### src/rtl/instruction_fetch_if.sv
// ----------------------------------------------------------------------------
// instruction_fetch_if
// Groups the fetch stage's instruction-memory port, redirect input and IF/ID
// handshake into one bundle.
//   imem_pc        fetch byte address presented to instruction memory
//   imem_instr     instruction word returned combinationally for imem_pc
//   branch_taken   single-cycle redirect request from execute
//   branch_target  redirect byte address, valid with branch_taken
//   id_ready       decode can accept the IF/ID entry this cycle
//   id_valid       IF/ID entry holds a valid instruction
//   id_instr       registered instruction word
//   id_pc          byte address id_instr was fetched from
//   trap           sticky misaligned / out-of-range fetch flag
// master: the fetch unit.  slave: memory, execute and decode around it.
// ----------------------------------------------------------------------------
interface instruction_fetch_if;
    logic [31:0] imem_pc;
    logic [31:0] imem_instr;
    logic        branch_taken;
    logic [31:0] branch_target;
    logic        id_ready;
    logic        id_valid;
    logic [31:0] id_instr;
    logic [31:0] id_pc;
    logic        trap;

    modport master (
        output imem_pc,
        input  imem_instr,
        input  branch_taken,
        input  branch_target,
        input  id_ready,
        output id_valid,
        output id_instr,
        output id_pc,
        output trap
    );

    modport slave (
        input  imem_pc,
        output imem_instr,
        output branch_taken,
        output branch_target,
        output id_ready,
        input  id_valid,
        input  id_instr,
        input  id_pc,
        input  trap
    );
endinterface

### src/rtl/instruction_fetch.sv
// ----------------------------------------------------------------------------
// instruction_fetch
// Single-issue fetch stage. A pc register addresses instruction memory and
// the returned word is captured into an IF/ID register with a valid/ready
// handshake. Execute may redirect the pc. Misaligned or out-of-range
// fetch/redirect addresses send the unit into a sticky TRAP state that only
// reset clears.
// Ports:
//   clk    single clock, rising edge
//   reset  asynchronous, active-low reset
//   bus    instruction_fetch_if.master (memory, redirect, IF/ID handshake)
// Parameters:
//   RESET_PC    first fetch address after reset
//   IMEM_BYTES  instruction memory size in bytes; legal pc 0..IMEM_BYTES-4
// ----------------------------------------------------------------------------
module instruction_fetch #(
    parameter logic [31:0] RESET_PC   = 32'h0000_0000,
    parameter int unsigned IMEM_BYTES = 256
) (
    input  logic                       clk,
    input  logic                       reset,
    instruction_fetch_if.master        bus
);

    localparam logic [31:0] PC_MAX = 32'(IMEM_BYTES - 32'd4);

    typedef enum logic [1:0] {
        ST_IDLE = 2'd0,
        ST_RUN  = 2'd1,
        ST_TRAP = 2'd2
    } state_t;

    // A fetch address is usable only when word aligned and inside memory.
    function automatic logic addr_legal(input logic [31:0] addr);
        return (addr[1:0] == 2'b00) && (addr <= PC_MAX);
    endfunction

    state_t      state_r;
    state_t      state_n;
    logic [31:0] pc_r;
    logic [31:0] pc_n;
    logic        id_valid_r;
    logic        id_valid_n;
    logic [31:0] id_instr_r;
    logic [31:0] id_instr_n;
    logic [31:0] id_pc_r;
    logic [31:0] id_pc_n;
    logic        trap_r;
    logic        trap_n;
    logic        slot_free_s;
    logic        handshake_s;

    assign slot_free_s = !id_valid_r || bus.id_ready;
    assign handshake_s = id_valid_r && bus.id_ready;

    assign bus.imem_pc  = pc_r;
    assign bus.id_valid = id_valid_r;
    assign bus.id_instr = id_instr_r;
    assign bus.id_pc    = id_pc_r;
    assign bus.trap     = trap_r;

    // State and pipeline registers; reset discards any pending entry.
    always_ff @(posedge clk or negedge reset) begin
        if (!reset) begin
            state_r    <= ST_IDLE;
            pc_r       <= RESET_PC;
            id_valid_r <= 1'b0;
            id_instr_r <= 32'h0000_0000;
            id_pc_r    <= 32'h0000_0000;
            trap_r     <= 1'b0;
        end else begin
            state_r    <= state_n;
            pc_r       <= pc_n;
            id_valid_r <= id_valid_n;
            id_instr_r <= id_instr_n;
            id_pc_r    <= id_pc_n;
            trap_r     <= trap_n;
        end
    end

    // Next-state and datapath control: redirect beats fault check beats fetch.
    always_comb begin
        state_n    = state_r;
        pc_n       = pc_r;
        id_valid_n = id_valid_r;
        id_instr_n = id_instr_r;
        id_pc_n    = id_pc_r;
        trap_n     = trap_r;

        case (state_r)
            // One settle cycle after reset; redirects are not accepted yet.
            ST_IDLE: begin
                state_n = ST_RUN;
            end

            ST_RUN: begin
                if (bus.branch_taken) begin
                    // Flush the entry even if decode is stalled.
                    id_valid_n = 1'b0;
                    if (addr_legal(bus.branch_target)) begin
                        pc_n = bus.branch_target;
                    end else begin
                        // pc keeps its old value so the fault is observable.
                        state_n = ST_TRAP;
                        trap_n  = 1'b1;
                    end
                end else if (!addr_legal(pc_r)) begin
                    // No capture; an already captured entry may still drain.
                    state_n    = ST_TRAP;
                    trap_n     = 1'b1;
                    id_valid_n = id_valid_r && !bus.id_ready;
                end else if (slot_free_s) begin
                    id_instr_n = bus.imem_instr;
                    id_pc_n    = pc_r;
                    id_valid_n = 1'b1;
                    pc_n       = pc_r + 32'd4;
                end else begin
                    // Decode stall: hold everything.
                    pc_n       = pc_r;
                    id_valid_n = id_valid_r;
                end
            end

            ST_TRAP: begin
                trap_n = 1'b1;
                if (handshake_s) begin
                    id_valid_n = 1'b0;
                end else begin
                    id_valid_n = id_valid_r;
                end
            end

            // Unreachable encoding: fail safe into the trap state.
            default: begin
                state_n    = ST_TRAP;
                trap_n     = 1'b1;
                id_valid_n = 1'b0;
            end
        endcase
    end

endmodule

### src/flat_wrapper.sv
// flat-port wrapper written by rule: the top's interface ports become plain ports
module instruction_fetch_flat 
#(
    parameter logic [31:0] RESET_PC   = 32'h0000_0000,
    parameter int unsigned IMEM_BYTES = 256
)
  (clk, reset, bus_imem_pc, bus_imem_instr, bus_branch_taken, bus_branch_target, bus_id_ready, bus_id_valid, bus_id_instr, bus_id_pc, bus_trap);
  instruction_fetch_if bus_i ();
  input  logic clk;
  input  logic reset;
  output wire logic [$bits(bus_i.imem_pc)-1:0] bus_imem_pc;
  input wire logic [$bits(bus_i.imem_instr)-1:0] bus_imem_instr;
  input wire logic [$bits(bus_i.branch_taken)-1:0] bus_branch_taken;
  input wire logic [$bits(bus_i.branch_target)-1:0] bus_branch_target;
  input wire logic [$bits(bus_i.id_ready)-1:0] bus_id_ready;
  output wire logic [$bits(bus_i.id_valid)-1:0] bus_id_valid;
  output wire logic [$bits(bus_i.id_instr)-1:0] bus_id_instr;
  output wire logic [$bits(bus_i.id_pc)-1:0] bus_id_pc;
  output wire logic [$bits(bus_i.trap)-1:0] bus_trap;
  assign bus_imem_pc = bus_i.imem_pc;
  assign bus_i.imem_instr = bus_imem_instr;
  assign bus_i.branch_taken = bus_branch_taken;
  assign bus_i.branch_target = bus_branch_target;
  assign bus_i.id_ready = bus_id_ready;
  assign bus_id_valid = bus_i.id_valid;
  assign bus_id_instr = bus_i.id_instr;
  assign bus_id_pc = bus_i.id_pc;
  assign bus_trap = bus_i.trap;
  instruction_fetch #(.RESET_PC(RESET_PC), .IMEM_BYTES(IMEM_BYTES)) u_core (.clk(clk), .reset(reset), .bus(bus_i));
endmodule
### config.mk
export PLATFORM = sky130hd
export DESIGN_NAME = instruction_fetch_flat
export DESIGN_NICKNAME = d
export VERILOG_FILES = /design/src/rtl/instruction_fetch_if.sv /design/src/rtl/instruction_fetch.sv /design/src/flat_wrapper.sv
export SDC_FILE = /design/constraint.sdc
export NUM_CORES = 1
export LEC_CHECK = 0
export CORE_UTILIZATION = 35
export DETAILED_ROUTE_END_ITERATION = 8
export PLACE_DENSITY_LB_ADDON = 0.05
export SLEW_MARGIN = 20
export SYNTH_ARGS = -nofsm -noshare
export SYNTH_HDL_FRONTEND = slang
export SYNTH_SLANG_ARGS = --single-unit
### constraint.sdc
create_clock -name clk -period 3.8 [get_ports clk]
set_input_delay 0.76 -clock clk [delete_from_list [all_inputs] [get_ports clk]]
set_output_delay 0.76 -clock clk [all_outputs]
set_load 0.01 [all_outputs]
Word level (Yosys, flattened, before mapping)

Index checks and enable logic that the tools add are counted.
Widths: inputs -> output; s select.

Flip-flop bits (word level): 100
Input bits: 68
Logic and storage cells: 53

Add/subtract/negate cells: 1
$lt $le $gt $ge: 2
Equality and inequality tests: 7
Mux-type cells: 17
Bitwise gates (word level): 3
Reduce and logical (&&, ||, !) cells: 17

Operators with widths:

| kind                  | count |
|---|---|
| $mux 32               | 4 |
| $le 32x8->1 const B   | 2 |
| $add 32x3->32 const B | 1 |
| $reduce_and 3->1      | 3 |
| $reduce_and 4->1      | 2 |
| $mux 1                | 7 |
| $logic_not 2->1       | 3 |
| $mux 2                | 3 |
| $ne 3x3->1 const B    | 2 |
| $pmux 2 s3            | 1 |
| $logic_and 1x1->1     | 4 |
| $ne 2x1->1 const B    | 2 |
| $ne 4x3->1 const B    | 1 |
| $reduce_bool 2->1     | 2 |
| $not 1->1             | 3 |
| $pmux 1 s3            | 1 |
| $eq 2x1->1 const B    | 1 |
| $eq 2x2->1 const B    | 1 |
| $logic_not 1->1       | 2 |
| $pmux 1 s2            | 1 |
| $logic_or 1x1->1      | 1 |

Longest topological paths before layout

Depth in word-level cells: 6
Depth in mapped cells: 7
Gate-level depth less buffers: 5

Worst setup path before layout

OpenSTA, ideal clock, no wires.

Path type: input to register
Start: in bus_branch_target[24]
End: reg u_core.pc_r[2], in the netlist u_core.bus.imem_pc[2]
Library setup time: 0.125 ns
Data arrival time: 2.017 ns
Data required time: 3.675 ns
Path slack: 1.658 ns
Cell stages on the path: 5
Cells stage by stage: nor4_1 > nand4b_1 > nor2_4 > o22a_1 > mux2_2

Word-level cells in the longest chain between the ends: 4

Ends and longest elaborated chain:

| element                    | RTL line                | source |
|---|---|---|
| from (decl)                | flat_wrapper.sv:14      | `input wire logic [$bits(bus_i.branch_target)-1:0] bus_branch_target;` |
| $le 32x8->1                | instruction_fetch.sv:35 | `return (addr[1:0] == 2'b00) && (addr <= PC_MAX);` |
| $logic_and 1x1->1          | instruction_fetch.sv:35 |  |
| $ne 2x1->1 (no line)       | --                      |  |
| $reduce_and 4->1 (no line) | --                      |  |
| to (signal assigned)       | instruction_fetch.sv:73 | `pc_r <= pc_n;` |
| to (decl)                  | instruction_fetch.sv:40 | `logic [31:0] pc_r;` |

Every way passes these cells.
A chain may end at the register's enable or synchronous reset.

Worst setup path in the final report

Start: in bus_id_ready
End: reg u_core.id_pc_r[3], in the netlist u_core.bus.id_pc[3]

Word-level cells in the longest chain between the ends: 2

Ends and longest elaborated chain:

| element                    | RTL line                | source |
|---|---|---|
| from (decl)                | flat_wrapper.sv:15      | `input wire logic [$bits(bus_i.id_ready)-1:0] bus_id_ready;` |
| $logic_or 1x1->1           | instruction_fetch.sv:53 | `assign slot_free_s = !id_valid_r \|\| bus.id_ready;` |
| $reduce_and 4->1 (no line) | --                      |  |
| to (signal assigned)       | instruction_fetch.sv:76 | `id_pc_r <= id_pc_n;` |
| to (decl)                  | instruction_fetch.sv:46 | `logic [31:0] id_pc_r;` |

Every way passes these cells.

==> reports/results.txt <==
Most frequent cells in the layout: clkdlybuf4s50_1, dfrtp_1, nor2b_1
Initial Util: 35.92%
Horiz. Die Dim: 107.5 um
Ys async rst share: 100.0%
Area of the mapped netlist: 3894 sq um
Area added between synthesis and finish: 51.25%
Largest net degree at the start of global routing: 85
Final GP Congestion: 0.7284
Post-Synthesis Net Count: 352
Cells on worst reg2reg path: 6
Diodes inserted: 0
Gr usage total: 16.22%
# rows: 38
Die height: 107.5 um
First-pass GRT wire length: 14,330 um
Max-cap viol count: 0
Synth Area per Inst: 13.76 sq um
Setup crit end: u_core.bus.id_pc[3]
Port Buffers: 165
Post-Synthesis Cells: 283
RR Endpoint: u_core.bus.id_pc[3]
Status: completed
Most common cell after layout, fill and taps aside: clkdlybuf4s50_1
CTS tree: done
DRC viols: 0
Relative slew slack: 41.09%
Critical Path End Type: flip-flop
Crit path time final: 2.618 ns
Post-synth EDFFs: 0
Detailed Routing Iterations Pass 1: 4
Initial drt markers: 96
Crit path kind: primary input to flip-flop
Pwr dens: 323.3 nW/um^2
Routed Wire Length: 8939 um
Total power: 0.001904 W
HP Class: primary input to asynchronous set/reset pin
Yosys warning total: 0
Post-DP HPWL: 6383 um
RSZ-0062 raised after global routing: no
H-Tree Depth: 3
Fillers: 985
Hold Fails Final Rpt: 0
Initial antenna violation count: 0
FF-to-FF setup slack: 1.32 ns
Io pins: 166
Die area: 11,550 sq um
Final net count: 522
Final period utilization: 68.89%
CTS max path bufs: 2
Post-synth top flop: dfrtp_1
GR Overflow Total: 0
Worst-Skew Late Latency: 0.36 ns
Vias in the first global route: 2,861
TritonCTS Buffers: 9
Critical path origin: bus_id_ready
Register area share after synthesis: 64.27%
Worst-margin pin slew: 0.8836 ns
DR vias: 2,803
Hold_buf cts: 0
Skew final: 0.01053 ns
CTS root buf: clkbuf_8
Leakage power: 2.732 nW
Final setup TNS: 0 ns
Peak VDD IR: 0.0001697 V
Arrival @ worst endpoint: 2.86 ns
Clock-pin slew on the worst setup and hold paths: 0.10 ns
Worst-path maximum fanout: 20
Netlist cell types: 40
Final Max Slew Viols: 0
#FFs+latches synth: 100
CTS sink cnt: 100
Via-to-Cell Ratio: 4.687
Postcts setup bufs: 0
Worst path required time: 4.05 ns
Layout cells sized above 1: 8.297%
Detail Route Antenna Nets: 0
Routed wire per std cell: 14.95 um
PostCTS Resize Cnt: 0
Worst R2R Start: u_core.bus.imem_pc[8]
Final setup violating endpoints: 0
Fmax: 382.0 MHz
Startpoint Class: primary input
Core area: 10,840 sq um
## power breakdown
part,switching [W],internal [W],total (W)
Combinational,0.0000464,0.0000800,0.000126
Clock,0.000374,0.000327,0.000701
Sequential,0.00000730,0.00107,0.00108
Total,0.000428,0.00148,0.00190
## sequential cells by signal, indices dropped and copies added (netlist names)
signal               cells
u_core.bus.trap          1
u_core.bus.imem_pc      32
u_core.bus.id_instr     32
u_core.bus.id_pc        32
u_core.state_r           2
u_core.bus.id_valid      1
## Yosys cell counts, types with 2 or more instances
library cell    n  area share [%]
a211oi_1        3            0.58
a221o_1         3            0.77
a22o_1          2            0.45
a22oi_1         2            0.39
and2_1         12             1.9
and3_1          2            0.32
buf_2           2            0.26
buf_6           2            0.58
buf_8           3             1.2
clkbuf_1        4            0.39
dfrtp_1       100              64
inv_1           7            0.67
mux2_1         34             9.8
mux2_2          7             2.0
nand2_1         6            0.58
nand3_1         2            0.26
nand4_1         5            0.80
nor2_1          7            0.67
nor2_4          2            0.58
nor2b_1        39             6.3
nor3_1          6            0.77
nor4_1          9             1.4
nor4_2          3            0.96
o21ai_0         4            0.51
o22ai_1         2            0.32
## through the flow
| stage | util (%) | instances | worst slack, ns | hold WS [ns] | instance area (sq um) |
|---|---|---|---|---|---|
| after floorplan | - | 283 | 1.658 | 0.4644 | 3894 |
| after global placement | 52.37 | 582 | 0.8296 | 0.4577 | 5677 |
| after detailed placement | 52.37 | 582 | 0.8051 | 0.4598 | 5677 |
| after CTS | 54.29 | 598 | 1.197 | 0.4896 | 5886 |
| after global routing | 54.33 | 598 | 1.027 | 0.4844 | 5889 |
| final | 54.33 | 598 | 1.182 | 0.4109 | 5889 |
## metal layers
metal	track usage (%)	part of all wire [%]
met1	21.43	45
met2	25.58	47
met3	5.448	7.6
met4	4.110	0.68
met5	0	0
## how the worst min path moves through the flow
stage                     from                      to  slack [ns]  cells after the start
2_1_floorplan            reset  u_core.bus.id_instr[0]        0.46                      0
3_3_place_gp   u_core.bus.trap         u_core.bus.trap        0.46                      1
3_5_place_dp   u_core.bus.trap         u_core.bus.trap        0.46                      1
4_1_cts        u_core.bus.trap         u_core.bus.trap        0.49                      1
5_1_grt                  reset  u_core.bus.id_instr[1]        0.48                      1
6_report                 reset  u_core.bus.id_instr[1]        0.41                      1
## critical path, cell delays in order
cell             delay (ns)
clkdlybuf4s50_1        0.46
nor2b_1                0.07
nor3_1                 0.42
and2_2                 0.50
buf_4                  0.30
mux2_2                 0.35
## cell type report
class / count / area [sq um] / area share [%]
Sequential cell: 100 / 2502 / 42.49
Timing Repair Buffer: 170 / 1703 / 28.91
Multi-Input combinational cell: 165 / 1274 / 21.63
Tap cell: 140 / 175.2 / 2.974
Clock buffer: 10 / 137.6 / 2.337
Clock inverter: 6 / 71.32 / 1.211
Inverter: 7 / 26.28 / 0.4461
## cells by family after synthesis
logic type	synth area share, %
AOI/OAI and AO/OA	4.595
adders and majority gates	0.3213
buffers and inverters	3.053
DFF	64.27
muxes	11.86
and+or+nand+nor	15.91
No activity file was read; power rests on OpenSTA's default activity.
